===== src/rtl/alu_seq_if.sv =====
// Operand/result handshake bundle for alu_seq: request side (i_*) and result side (o_*).
// master drives operands and result-ready; slave is the ALU.
interface alu_seq_if #(
  parameter int BITS = 8
);
  logic            i_valid;
  logic            o_ready;
  logic [BITS-1:0] i_a;
  logic [BITS-1:0] i_b;
  logic [2:0]      i_op;
  logic            o_valid;
  logic            i_ready;
  logic [BITS-1:0] o_out;
  logic            o_ovf;
  logic            o_ERR;
  logic            o_even;
  logic            o_single;

  modport slave (
    input  i_valid, i_a, i_b, i_op, i_ready,
    output o_ready, o_valid, o_out, o_ovf, o_ERR, o_even, o_single
  );

  modport master (
    output i_valid, i_a, i_b, i_op, i_ready,
    input  o_ready, o_valid, o_out, o_ovf, o_ERR, o_even, o_single
  );
endinterface


===== src/rtl/alu_seq.sv =====
// Sequential ALU (SUB/CMP/SHL/CHG/SHR), one op per handshake; shifts run one bit per cycle.
// Latency: result registered at accept, or b cycles later for shifts by b>=1. ALU_STICKY_ERR_EN adds a sticky error flag.
// Backpressure: o_ready only in IDLE; the result is held in DONE until i_ready.
module alu_seq #(
  parameter int BITS = 8
) (
  input  logic       i_clk,
  input  logic       i_rst_n,
  alu_seq_if.slave   bus
`ifdef ALU_STICKY_ERR_EN
  ,
  input  logic       i_err_clr,
  output logic       o_err_sticky
`endif
);
  localparam int CW = $clog2(BITS);

  typedef enum logic [1:0] {IDLE, SHIFT, DONE} state_t;

  state_t          state_q, state_d;
  logic [BITS-1:0] work_q, work_d;
  logic [BITS-1:0] out_q, out_d;
  logic [CW-1:0]   cnt_q, cnt_d;
  logic            left_q, left_d;
  logic            sh_ovf_q, sh_ovf_d;
  logic            ovf_q, ovf_d;
  logic            err_q, err_d;
  logic            even_q, even_d;
  logic            single_q, single_d;
  logic            b_big;
  logic [BITS-1:0] one_hot;
  int              zeros;

  always_comb begin
    state_d  = state_q;
    work_d   = work_q;
    out_d    = out_q;
    cnt_d    = cnt_q;
    left_d   = left_q;
    sh_ovf_d = sh_ovf_q;
    ovf_d    = ovf_q;
    err_d    = err_q;
    b_big    = (32'(bus.i_b) >= 32'(BITS));
    one_hot  = {{(BITS-1){1'b0}}, 1'b1} << bus.i_b;

    case (state_q)
      IDLE: begin
        if (bus.i_valid) begin
          state_d = DONE;
          out_d   = '0;
          ovf_d   = 1'b0;
          err_d   = 1'b0;
          case (bus.i_op)
            3'b000: begin
              out_d = bus.i_a - bus.i_b;
              ovf_d = (bus.i_a < bus.i_b);
            end
            3'b001: out_d = {{(BITS-1){1'b0}}, (bus.i_a > bus.i_b)};
            3'b010, 3'b100: begin
              if (b_big) begin
                err_d = 1'b1;
              end else if (bus.i_b == '0) begin
                out_d = bus.i_a;
              end else begin
                state_d  = SHIFT;
                work_d   = bus.i_a;
                cnt_d    = bus.i_b[CW-1:0];
                left_d   = (bus.i_op == 3'b010);
                sh_ovf_d = 1'b0;
              end
            end
            3'b011: begin
              if (b_big) err_d = 1'b1;
              else       out_d = bus.i_a ^ one_hot;
            end
            default: err_d = 1'b1;
          endcase
        end
      end
      SHIFT: begin
        cnt_d = cnt_q - CW'(1);
        if (left_q) begin
          sh_ovf_d = sh_ovf_q | work_q[BITS-1];
          work_d   = work_q << 1;
        end else begin
          sh_ovf_d = sh_ovf_q | work_q[0];
          work_d   = work_q >> 1;
        end
        if (cnt_q == CW'(1)) begin
          state_d = DONE;
          out_d   = work_d;
          ovf_d   = sh_ovf_d;
          err_d   = 1'b0;
        end
      end
      DONE: begin
        if (bus.i_ready) state_d = IDLE;
      end
      default: state_d = IDLE;
    endcase

    // Flags are registered alongside the result so they need no decode after the flop.
    zeros = 0;
    for (int i = 0; i < BITS; i++) begin
      if (!out_d[i]) zeros = zeros + 1;
    end
    even_d   = (state_d == DONE) && !zeros[0];
    single_d = (state_d == DONE) && (zeros == 1);
  end

  always_ff @(posedge i_clk or negedge i_rst_n) begin
    if (!i_rst_n) begin
      state_q  <= IDLE;
      work_q   <= '0;
      out_q    <= '0;
      cnt_q    <= '0;
      left_q   <= 1'b0;
      sh_ovf_q <= 1'b0;
      ovf_q    <= 1'b0;
      err_q    <= 1'b0;
      even_q   <= 1'b0;
      single_q <= 1'b0;
    end else begin
      state_q  <= state_d;
      work_q   <= work_d;
      out_q    <= out_d;
      cnt_q    <= cnt_d;
      left_q   <= left_d;
      sh_ovf_q <= sh_ovf_d;
      ovf_q    <= ovf_d;
      err_q    <= err_d;
      even_q   <= even_d;
      single_q <= single_d;
    end
  end

`ifdef ALU_STICKY_ERR_EN
  logic sticky_q, sticky_d;

  // Set has priority over a clear arriving on the same edge.
  always_comb begin
    sticky_d = sticky_q;
    if (i_err_clr) sticky_d = 1'b0;
    if ((state_q != DONE) && (state_d == DONE) && err_d) sticky_d = 1'b1;
  end

  always_ff @(posedge i_clk or negedge i_rst_n) begin
    if (!i_rst_n) sticky_q <= 1'b0;
    else          sticky_q <= sticky_d;
  end

  assign o_err_sticky = sticky_q;
`endif

  assign bus.o_ready  = (state_q == IDLE);
  assign bus.o_valid  = (state_q == DONE);
  assign bus.o_out    = out_q;
  assign bus.o_ovf    = ovf_q;
  assign bus.o_ERR    = err_q;
  assign bus.o_even   = even_q;
  assign bus.o_single = single_q;
endmodule


===== src/flat_wrapper.sv =====
// flat-port wrapper written by rule: the top's interface ports become plain ports
module alu_seq_flat 
#(
  parameter int BITS = 8
)
  (i_clk, i_rst_n, bus_i_valid, bus_i_a, bus_i_b, bus_i_op, bus_i_ready, bus_o_ready, bus_o_valid, bus_o_out, bus_o_ovf, bus_o_ERR, bus_o_even, bus_o_single);
  alu_seq_if #(.BITS(BITS)) bus_i ();
  input  logic i_clk;
  input  logic i_rst_n;
  input wire logic [$bits(bus_i.i_valid)-1:0] bus_i_valid;
  input wire logic [$bits(bus_i.i_a)-1:0] bus_i_a;
  input wire logic [$bits(bus_i.i_b)-1:0] bus_i_b;
  input wire logic [$bits(bus_i.i_op)-1:0] bus_i_op;
  input wire logic [$bits(bus_i.i_ready)-1:0] bus_i_ready;
  output wire logic [$bits(bus_i.o_ready)-1:0] bus_o_ready;
  output wire logic [$bits(bus_i.o_valid)-1:0] bus_o_valid;
  output wire logic [$bits(bus_i.o_out)-1:0] bus_o_out;
  output wire logic [$bits(bus_i.o_ovf)-1:0] bus_o_ovf;
  output wire logic [$bits(bus_i.o_ERR)-1:0] bus_o_ERR;
  output wire logic [$bits(bus_i.o_even)-1:0] bus_o_even;
  output wire logic [$bits(bus_i.o_single)-1:0] bus_o_single;
  assign bus_i.i_valid = bus_i_valid;
  assign bus_i.i_a = bus_i_a;
  assign bus_i.i_b = bus_i_b;
  assign bus_i.i_op = bus_i_op;
  assign bus_i.i_ready = bus_i_ready;
  assign bus_o_ready = bus_i.o_ready;
  assign bus_o_valid = bus_i.o_valid;
  assign bus_o_out = bus_i.o_out;
  assign bus_o_ovf = bus_i.o_ovf;
  assign bus_o_ERR = bus_i.o_ERR;
  assign bus_o_even = bus_i.o_even;
  assign bus_o_single = bus_i.o_single;
  alu_seq #(.BITS(BITS)) u_core (.i_clk(i_clk), .i_rst_n(i_rst_n), .bus(bus_i));
endmodule

===== config.mk =====
export PLATFORM = sky130hd
export DESIGN_NAME = alu_seq_flat
export DESIGN_NICKNAME = d
export VERILOG_FILES = /design/src/rtl/alu_seq_if.sv /design/src/rtl/alu_seq.sv /design/src/flat_wrapper.sv
export SDC_FILE = /design/constraint.sdc
export NUM_CORES = 1
export LEC_CHECK = 0
export CORE_MARGIN = 4
export CORE_UTILIZATION = 61
export DETAILED_ROUTE_END_ITERATION = 10
export GPL_TIMING_DRIVEN = 0
export MAX_ROUTING_LAYER = met4
export PLACE_DENSITY = 0.87
export RECOVER_POWER = 25
export SLEW_MARGIN = 40
export SYNTH_ARGS = -nofsm -noshare
export SYNTH_HDL_FRONTEND = slang
export SYNTH_SLANG_ARGS = --single-unit

===== constraint.sdc =====
create_clock -name i_clk -period 11.6 [get_ports i_clk]
set_input_delay 3.48 -clock i_clk [delete_from_list [all_inputs] [get_ports i_clk]]
set_output_delay 3.48 -clock i_clk [all_outputs]
set_load 0.02 [all_outputs]

=== Word level (Yosys, flattened, before mapping) ===
Cells that the tools add are included.

* Register bits: 27
* Input bits: 23
* Output and inout bits: 14
* Word-level logic and storage cells: 103

* Add/subtract/negate cells: 9
* Magnitude comparators: 3
* Equality and inequality tests: 14
* Shift-type cells: 1
* Multiplexer cells: 48
* Bitwise logic cells: 5
* Reduce and logical (&&, ||, !) cells: 13

{| class="wikitable"
|+ Operator list
! operator !! number
|-
| 2-to-1 mux 32 bit || 7
|-
| adder 32 x 2 -> 32 bit, second input constant || 6
|-
| 2-to-1 mux 8 bit || 10
|-
| == test 32 x 2 -> 1 bit, second input constant || 1
|-
| case mux 8 bit (2 select lines) || 2
|-
| case mux 8 bit (4 select lines) || 1
|-
| 2-to-1 mux 1 bit || 12
|-
| 2-to-1 mux 2 bit || 6
|-
| 2-to-1 mux 3 bit || 4
|-
| AND reduction 5 bit || 2
|-
| greater-or-equal comparator 8 x 4 -> 1 bit, second input constant || 1
|-
| > comparator 8 bit || 1
|-
| zero test 8 bit || 1
|-
| less-than comparator 8 bit || 1
|-
| case mux 1 bit (2 select lines) || 4
|-
| << shifter 1 x 8 -> 8 bit, first input constant || 1
|-
| subtractor 8 bit || 1
|-
| XOR 8 bit || 1
|-
| == test 3 x 1 -> 1 bit, second input constant || 2
|-
| == test 3 x 2 -> 1 bit, second input constant || 2
|-
| != test 2 bit, second input constant || 3
|-
| case mux 2 bit (3 select lines) || 1
|-
| case mux 3 bit (2 select lines) || 1
|-
| == test 2 bit, second input constant || 2
|-
| 15 further kinds || 20
|}

=== Depth between registers and ports, before layout ===
Gate-level depths: netlist (run 1).

* Word-level depth: 23
* Depth in mapped cells: 30

=== Worst setup path after synthesis (run 1) ===
No wires, ideal clock.

* Kind: input -> register
* From: in bus_i_b[4]
* To: reg u_core.single_q (netlist: u_core.bus.o_single)
* Library setup time: 94 ps
* Arrival time: 8375 ps
* Required time: 11506 ps
* Setup slack: 3131 ps
* Stages on the path: 23
* Path buffers: 1
* Cell sequence: or4_4 > buf_6 > nor4_4 > o21ai_0 > o21a_1 > ha_1 > nand3_1 > or4_2 > nand3_1 > nor2_1 > ha_1 > nand2_1 > nand2_1 > ha_1 > a21oi_1 > o21a_1 > inv_1 > ha_1 > mux2_2 > ha_1 > nor4b_1 > o31ai_1 > a211oi_1

* Longest elaborated chain between the ends: 23
* Elaborated cells between the ends (all ways): 35
* Classes of those cells: 8 x add/sub; 2 x order compare; 2 x eq/ne; 1 x shift; 19 x mux; 1 x bitwise; 2 x reduce/logical

{| class="wikitable"
|+ RTL lines
! item !! line !! source
|-
| start: declaration || flat_wrapper.sv:12 || <nowiki>input wire logic [$bits(bus_i.i_b)-1:0] bus_i_b;</nowiki>
|-
| parallel branches: the longest is 22 deep, another holds adder 32 x 2 -> 32 bit || n/a ||
|-
| logical AND 1 bit (*) || alu_seq.sv:108 || <nowiki>single_d = (state_d == DONE) && (zeros == 1);</nowiki>
|-
| net u_core.single_d || alu_seq.sv:29 || <nowiki>logic single_q, single_d;</nowiki>
|-
| end signal: assignment || alu_seq.sv:133 || <nowiki>single_q <= single_d;</nowiki>
|-
| end: declaration || alu_seq.sv:29 ||
|}

Mark *: on every way through the listed nets, which the timed path passes.
A chain may end at the register's enable or synchronous reset.

=== Worst setup path after layout (run 1) ===
* From: in bus_i_b[3]
* To: reg u_core.single_q (netlist: u_core.bus.o_single)

The elaborated chain is that of the path after synthesis.

==> results.json, run 1 <==
{
  "final_max_slew_viol_count": 27,
  "drt-total-wl_um": 7895,
  "ios": 37,
  "fin_skew_ps": 7.834,
  "dp_worst_setup_slack_ps": 1891,
  "synth_seq_cells": 27,
  "n_antenna_cell": 0,
  "path_class": "input port to register",
  "fp.dieH_um": 76.27,
  "ys_async_sr_fraction": 1.000,
  "synth-main-ff-cell": "dfrtp_1",
  "hp-class": "register to register",
  "grt_max_degree": 28,
  "tightest_slew_ps": 1501,
  "hold_violations": 0,
  "antenna_found_initial": 0,
  "p_leak_uw": 0.001352,
  "worstPathMaxFanout": 7,
  "port_buffers": 34,
  "total_power_uw": 393.4,
  "layout_common_cells": "33 x nor2_1, 33 x clkdlybuf4s50_1, 30 x nand2_1",
  "dr.first_iter.drc_count": 244,
  "avgSynthCellArea_sq_um": 8.076,
  "cp_data_arrival_time_ps": 9840,
  "cts_made_buffers": 3,
  "grt_pass1_wl_um": 13250,
  "htree_num_levels": 1,
  "grt_pass1_vias": 2761,
  "tritoncts": "done",
  "place.gp.congestion": 0.9777,
  "power_density_nw_per_um2": 119.5,
  "antenna_left": 0,
  "dp_hpwl_um": 6117,
  "synth_fp_nets": 392,
  "layout.nets": 431,
  "hold_ws_ps": 472.9,
  "synth_warnings": 0,
  "violations": "capacitance limit, slew limit",
  "finalSetupTns_ps": 0,
  "dieArea_sq_um": 5816,
  "first_pass_iters": 7,
  "rsz0062_at_grt": "false",
  "fin_ws_ps": 1945,
  "maxCapViolCount": 1,
  "synthCells": 352,
  "cts.sink_count": 27,
  "final-setup-viol-count": 0,
  "die_x_um": 76.27,
  "cts_resized": 0,
  "clkTransAtPathRegs_ps": 100,
  "clock_latency_ps": 280,
  "max_freq_ghz": 0.1036,
  "viasPerCell": 6.534,
  "grt_use_total": 0.2856,
  "cp.required_ps": 11780,
  "regToRegSetupSlack_ps": 5300,
  "wl_per_cell_um": 17.86,
  "drc": 0,
  "fin_crit_sh": 0.8324,
  "slew-limit-headroom": -0.0003801,
  "syn_area_sq_um": 2843,
  "syn2layout_area_growth_pct": 15.80,
  "post_cts_buffers": 0,
  "overflow": 0,
  "end_kind": "register",
  "core_area_sq_um": 4444,
  "dr_total_vias": 2888,
  "rows": 24,
  "clk_path_buf_depth": 2,
  "yosysUniqueCellTypes": 74,
  "outcome": "finished with violations",
  "hold_buffers": 0,
  "drive_above_1_share": 0.08718,
  "synth_edf_count": 0,
  "yosysSeqAreaShare": 0.2377,
  "start_util": 0.6396,
  "cp-start-kind": "input port",
  "fin_crit_ps": 9655,
  "peakVddDrop_uv": 132.1,
  "root_buffer": "clkbuf_8"
}
-- per-layer routing --
layer  GRT usage  vias to the layer above  wire length (um)
met5           -                        -                 0
met4     0.09783                        0               233
met3     0.06619                       20               562
met2      0.4376                      114              3648
met1      0.3719                     1387              3450
li1            -                     1367                 -
-- power breakdown --
part           switching (uW)  total, uW  internal (uW)
sequential               6.35        110            104
combinational             123        228            105
clock                    30.6       55.3           24.7
total                     160        393            234
-- path summary, 6_finish.rpt --
path,cells after the start,to,startpoint
worst min-delay path,2,u_core.bus.o_ERR,u_core.bus.o_ERR
max in group asynchronous,1,u_core.bus.o_even,i_rst_n
worst min register to register,2,u_core.bus.o_ERR,u_core.bus.o_ERR
min in group asynchronous,1,u_core.bus.o_ERR,i_rst_n
worst max register to register,25,u_core.bus.o_single,u_core.state_q[1]
worst max-delay path,27,u_core.bus.o_single,bus_i_b[3]
-- flip-flops by register name, indices dropped and copies added (netlist names), 2 cells and up --
name / count
u_core.state_q: 2
u_core.bus.o_out: 8
u_core.work_q: 8
u_core.cnt_q: 3
-- worst max-delay path, stage by stage --
cell	delay [ps]
clkdlybuf4s50_1	630
inv_1	170
ha_1	400
a21oi_1	260
a21oi_1	110
nor3_1	440
a21o_1	280
nand2_1	110
inv_1	130
ha_1	230
nand3_1	80
or4_2	550
nand3_1	170
nor2_1	90
ha_1	280
nand2_1	110
nand2_1	80
ha_1	280
a21oi_1	170
o21a_1	180
inv_1	60
ha_1	280
mux2_2	270
ha_1	300
nor4b_1	380
o31ai_1	120
a211oi_1	200
-- cell families (layout without fill, tap and decap cells) --
group	Yosys count	after routing	synth area share
AND/OR/NAND/NOR	144	144	0.2848
AO/OA/AOI/OAI	93	93	0.2324
buffers and inverters	44	82	0.06338
flip-flops	27	27	0.2377
adder cells (fa/ha/maj)	17	17	0.07746
XOR/XNOR	16	16	0.06426
multiplexers	11	11	0.04005
-- Yosys cell counts (3+ instances only) --
cell type,instances,area (sq um)
a21oi_1,18,90.09
nor2b_1,3,18.77
buf_2,5,25.02
mux2i_1,8,80.08
o21ai_0,24,120.1
clkbuf_1,12,45.04
o21a_1,5,37.54
nand3b_1,4,30.03
a221oi_2,3,45.04
xnor2_1,8,70.07
nor3_1,11,55.05
o221ai_1,3,26.28
o22ai_1,3,18.77
nand2_1,30,112.6
xor2_1,4,35.03
dfrtp_1,27,675.7
nor4bb_1,3,30.03
nand2b_1,8,50.05
nand3_1,8,40.04
nand4_1,7,43.79
mux2_2,3,33.78
and2_1,5,31.28
inv_1,25,93.84
nor4_1,3,18.77
or3_1,3,18.77
ha_1,16,200.2
a41oi_1,4,35.03
nor2_1,33,123.9
nor3b_1,6,45.04
a211oi_1,6,45.04
-- stage by stage --
stage | utilization | cells | instance area [sq um]
CTS | 0.7410 | 442 | 3293
floorplan | - | 352 | 2843
finish | 0.7407 | 442 | 3292
detailed placement | 0.7309 | 438 | 3248
global placement | 0.7309 | 438 | 3248
global route | 0.7407 | 442 | 3292
-- cell type report --
class	instances	area, sq um
multi-input cells	281	1992
inverters	25	93.84
fillers	355	1152
repair buffers	34	334.1
flip-flops and latches	27	675.6
plain buffers	19	86.33
clock buffers	4	45.04
well taps	52	65.06
(Power assumes the default switching activity.)
==> inputs of run 2 (changes only) <==
CORE_UTILIZATION = 56   (was 61)
PLACE_DENSITY = 0.81   (was 0.87)
clock period = 9 ns   (was 11.6 ns; I/O delays follow)
==> results.json, run 2 (synthesis results as in run 1) <==
{
  "overflow": 0,
  "htree_num_levels": 1,
  "cp-start-kind": "input port",
  "cpMostUsedCell": "ha_1",
  "viasPerCell": 6.151,
  "clock_latency_ps": 280,
  "grt_pass1_wl_um": 12540,
  "power_density_nw_per_um2": 150.8,
  "internal-power_uw": 299.4,
  "violations": "capacitance limit, slew limit",
  "p_comb_frac": 0.574,
  "grt_use_total": 0.2613,
  "p_clk_frac": 0.142,
  "max_freq_ghz": 0.1178,
  "port_buffers": 34,
  "hold_violations": 0,
  "path_class": "input port to register",
  "crit_family": "simple AND/OR/NAND/NOR gates",
  "min_from": "u_core.bus.o_ERR",
  "cpMaxStageDelayCell": "or4b_2",
  "fin_crit_ps": 8492,
  "layout.nets": 431,
  "end_kind": "register",
  "pwr-share-seq": 0.284,
  "maxCapViolCount": 1,
  "worstPathMaxFanout": 9,
  "cts_made_buffers": 3,
  "total_power_uw": 500.4,
  "drc": 0,
  "switching_power_uw": 200.9,
  "cts.sink_count": 27,
  "p_leak_uw": 0.001356,
  "antenna_found_initial": 0,
  "crit_start": "bus_i_b[0]",
  "cp_data_arrival_time_ps": 8680,
  "dp_hpwl_um": 6069,
  "fin_crit_sh": 0.9436,
  "first_pass_iters": 4,
  "reg2reg_from": "u_core.state_q[1]",
  "crit_path_cell_trace": "clkdlybuf4s50_1, clkbuf_1, or4b_2, nor4_1, a41oi_1, o21a_1, ha_1, nand3_1, or4_2, nand3_1, nor2_1, ha_1, nand2_1, nand2_1, ha_1, a21oi_1, o21a_1, inv_1, ha_1, mux2_2, ha_1, nor4b_1, o31ai_1, a211oi_1",
  "final_max_slew_viol_count": 28,
  "cp.required_ps": 9190,
  "die_x_um": 79.25,
  "hold_buffers": 0,
  "dr.first_iter.drc_count": 248,
  "grt_max_degree": 28,
  "root_buffer": "clkbuf_8",
  "ios": 37,
  "fin_skew_ps": 4.558,
  "final-setup-viol-count": 0,
  "layout_common_cells": "33 x nor2_1, 33 x clkdlybuf4s50_1, 30 x nand2_1",
  "max_stage_delay_ps": 650,
  "peakVddDrop_uv": 221.3,
  "wl_per_cell_um": 17.03,
  "hold_ws_ps": 481.4,
  "syn2layout_area_growth_pct": 16.68,
  "regToRegSetupSlack_ps": 2920,
  "finalSetupTns_ps": 0,
  "nFillCells": 448,
  "core_area_sq_um": 4817,
  "fp.dieH_um": 79.25,
  "drive_above_1_share": 0.09231,
  "clk_path_buf_depth": 2,
  "grt_pass1_vias": 2603,
  "rows": 25,
  "dieArea_sq_um": 6281,
  "tritoncts": "done",
  "dr_total_vias": 2811,
  "outcome": "finished with violations",
  "rsz0062_at_grt": "false",
  "slew-limit-headroom": -0.01588,
  "place.gp.congestion": 0.9554,
  "start_util": 0.5901,
  "antenna_left": 0,
  "tightest_slew_ps": 1524,
  "switching_share": 0.4016,
  "crit_buf_inv": 3,
  "hp-class": "register to register",
  "clkTransAtPathRegs_ps": 100,
  "n_antenna_cell": 0,
  "drt-total-wl_um": 7784
}
==> run 2: cell types whose count changed in the layout (fill, tap and decap cells not counted), sizes merged <==
cell / delta
clkbuf: -1
clkinv: +1
==> run 2: what timing repair did <==
action | 4_1_cts | 5_1_grt
gates resized for setup | 0 | 1
endpoints found under the setup margin | 0 | 1
buffers inserted | 0 | 0
==> run 2: cell type report <==
cell class	count	area (sq um)	area share
Inverter	25	93.84	0.02829
Buffer	19	86.33	0.02603
Sequential cell	27	675.6	0.2037
Clock inverter	1	5.005	0.001509
Clock buffer	3	41.29	0.01245
Tap cell	67	83.83	0.02527
Timing Repair Buffer	34	334.1	0.1007
Multi-Input combinational cell	281	1997	0.6020
==> run 2: worst register-to-register path: stages (launching register included) <==
cell	delay (ps)
dfrtp_1	410
buf_2	190
nor3b_1	550
nand2_1	290
nor2_1	350
a221oi_2	150
nand2_1	120
inv_1	80
ha_1	370
nand3_1	80
or4_2	570
nand3_1	160
nor2_1	80
ha_1	280
nand2_1	100
nand2_1	70
ha_1	260
a21oi_1	170
o21a_1	170
inv_1	60
ha_1	280
mux2_2	270
ha_1	290
nor4b_1	330
o31ai_1	120
a211oi_1	200
==> run 2: through the flow <==
| step | area (sq um) | setup WS (ps) | utilization | cells |
|---|---|---|---|---|
| after global placement | 3267 | 290.8 | 0.6782 | 453 |
| after detailed placement | 3267 | 201.7 | 0.6782 | 453 |
| after global routing | 3317 | 1.349 | 0.6886 | 457 |
| after floorplan | 2843 | 1311 | - | 352 |
| final | 3317 | 507.6 | 0.6886 | 457 |
| after CTS | 3313 | 474.2 | 0.6878 | 457 |
==> run 2: path summary, 6_finish.rpt <==
| path | end | cells past startpoint |
|---|---|---|
| min in group asynchronous | u_core.left_q | 1 |
| max in group asynchronous | u_core.bus.o_even | 1 |
| worst max-delay path | u_core.bus.o_single | 24 |
| worst min register to register | u_core.bus.o_ERR | 2 |
| worst min-delay path | u_core.bus.o_ERR | 2 |
| worst max register to register | u_core.bus.o_single | 25 |
==> run 2: routing by layer <==
metal | vias up | GRT usage | wire, um
li1 | 1373 | - | -
met1 | 1334 | 0.3609 | 3509
met2 | 94 | 0.4167 | 3616
met3 | 10 | 0.03175 | 531
met4 | 0 | 0.04983 | 126
met5 | - | - | 0
==> run 2: power by group through the flow <==
stage | logic [uW] | clock network, uW | registers (uW)
final | 287 | 71.1 | 142
after global routing | 323 | 77.5 | 143
after CTS | 286 | 73.5 | 142
after detailed placement | 284 | 0 | 144
after global placement | 276 | 0 | 144
after floorplan | 202 | 0 | 152
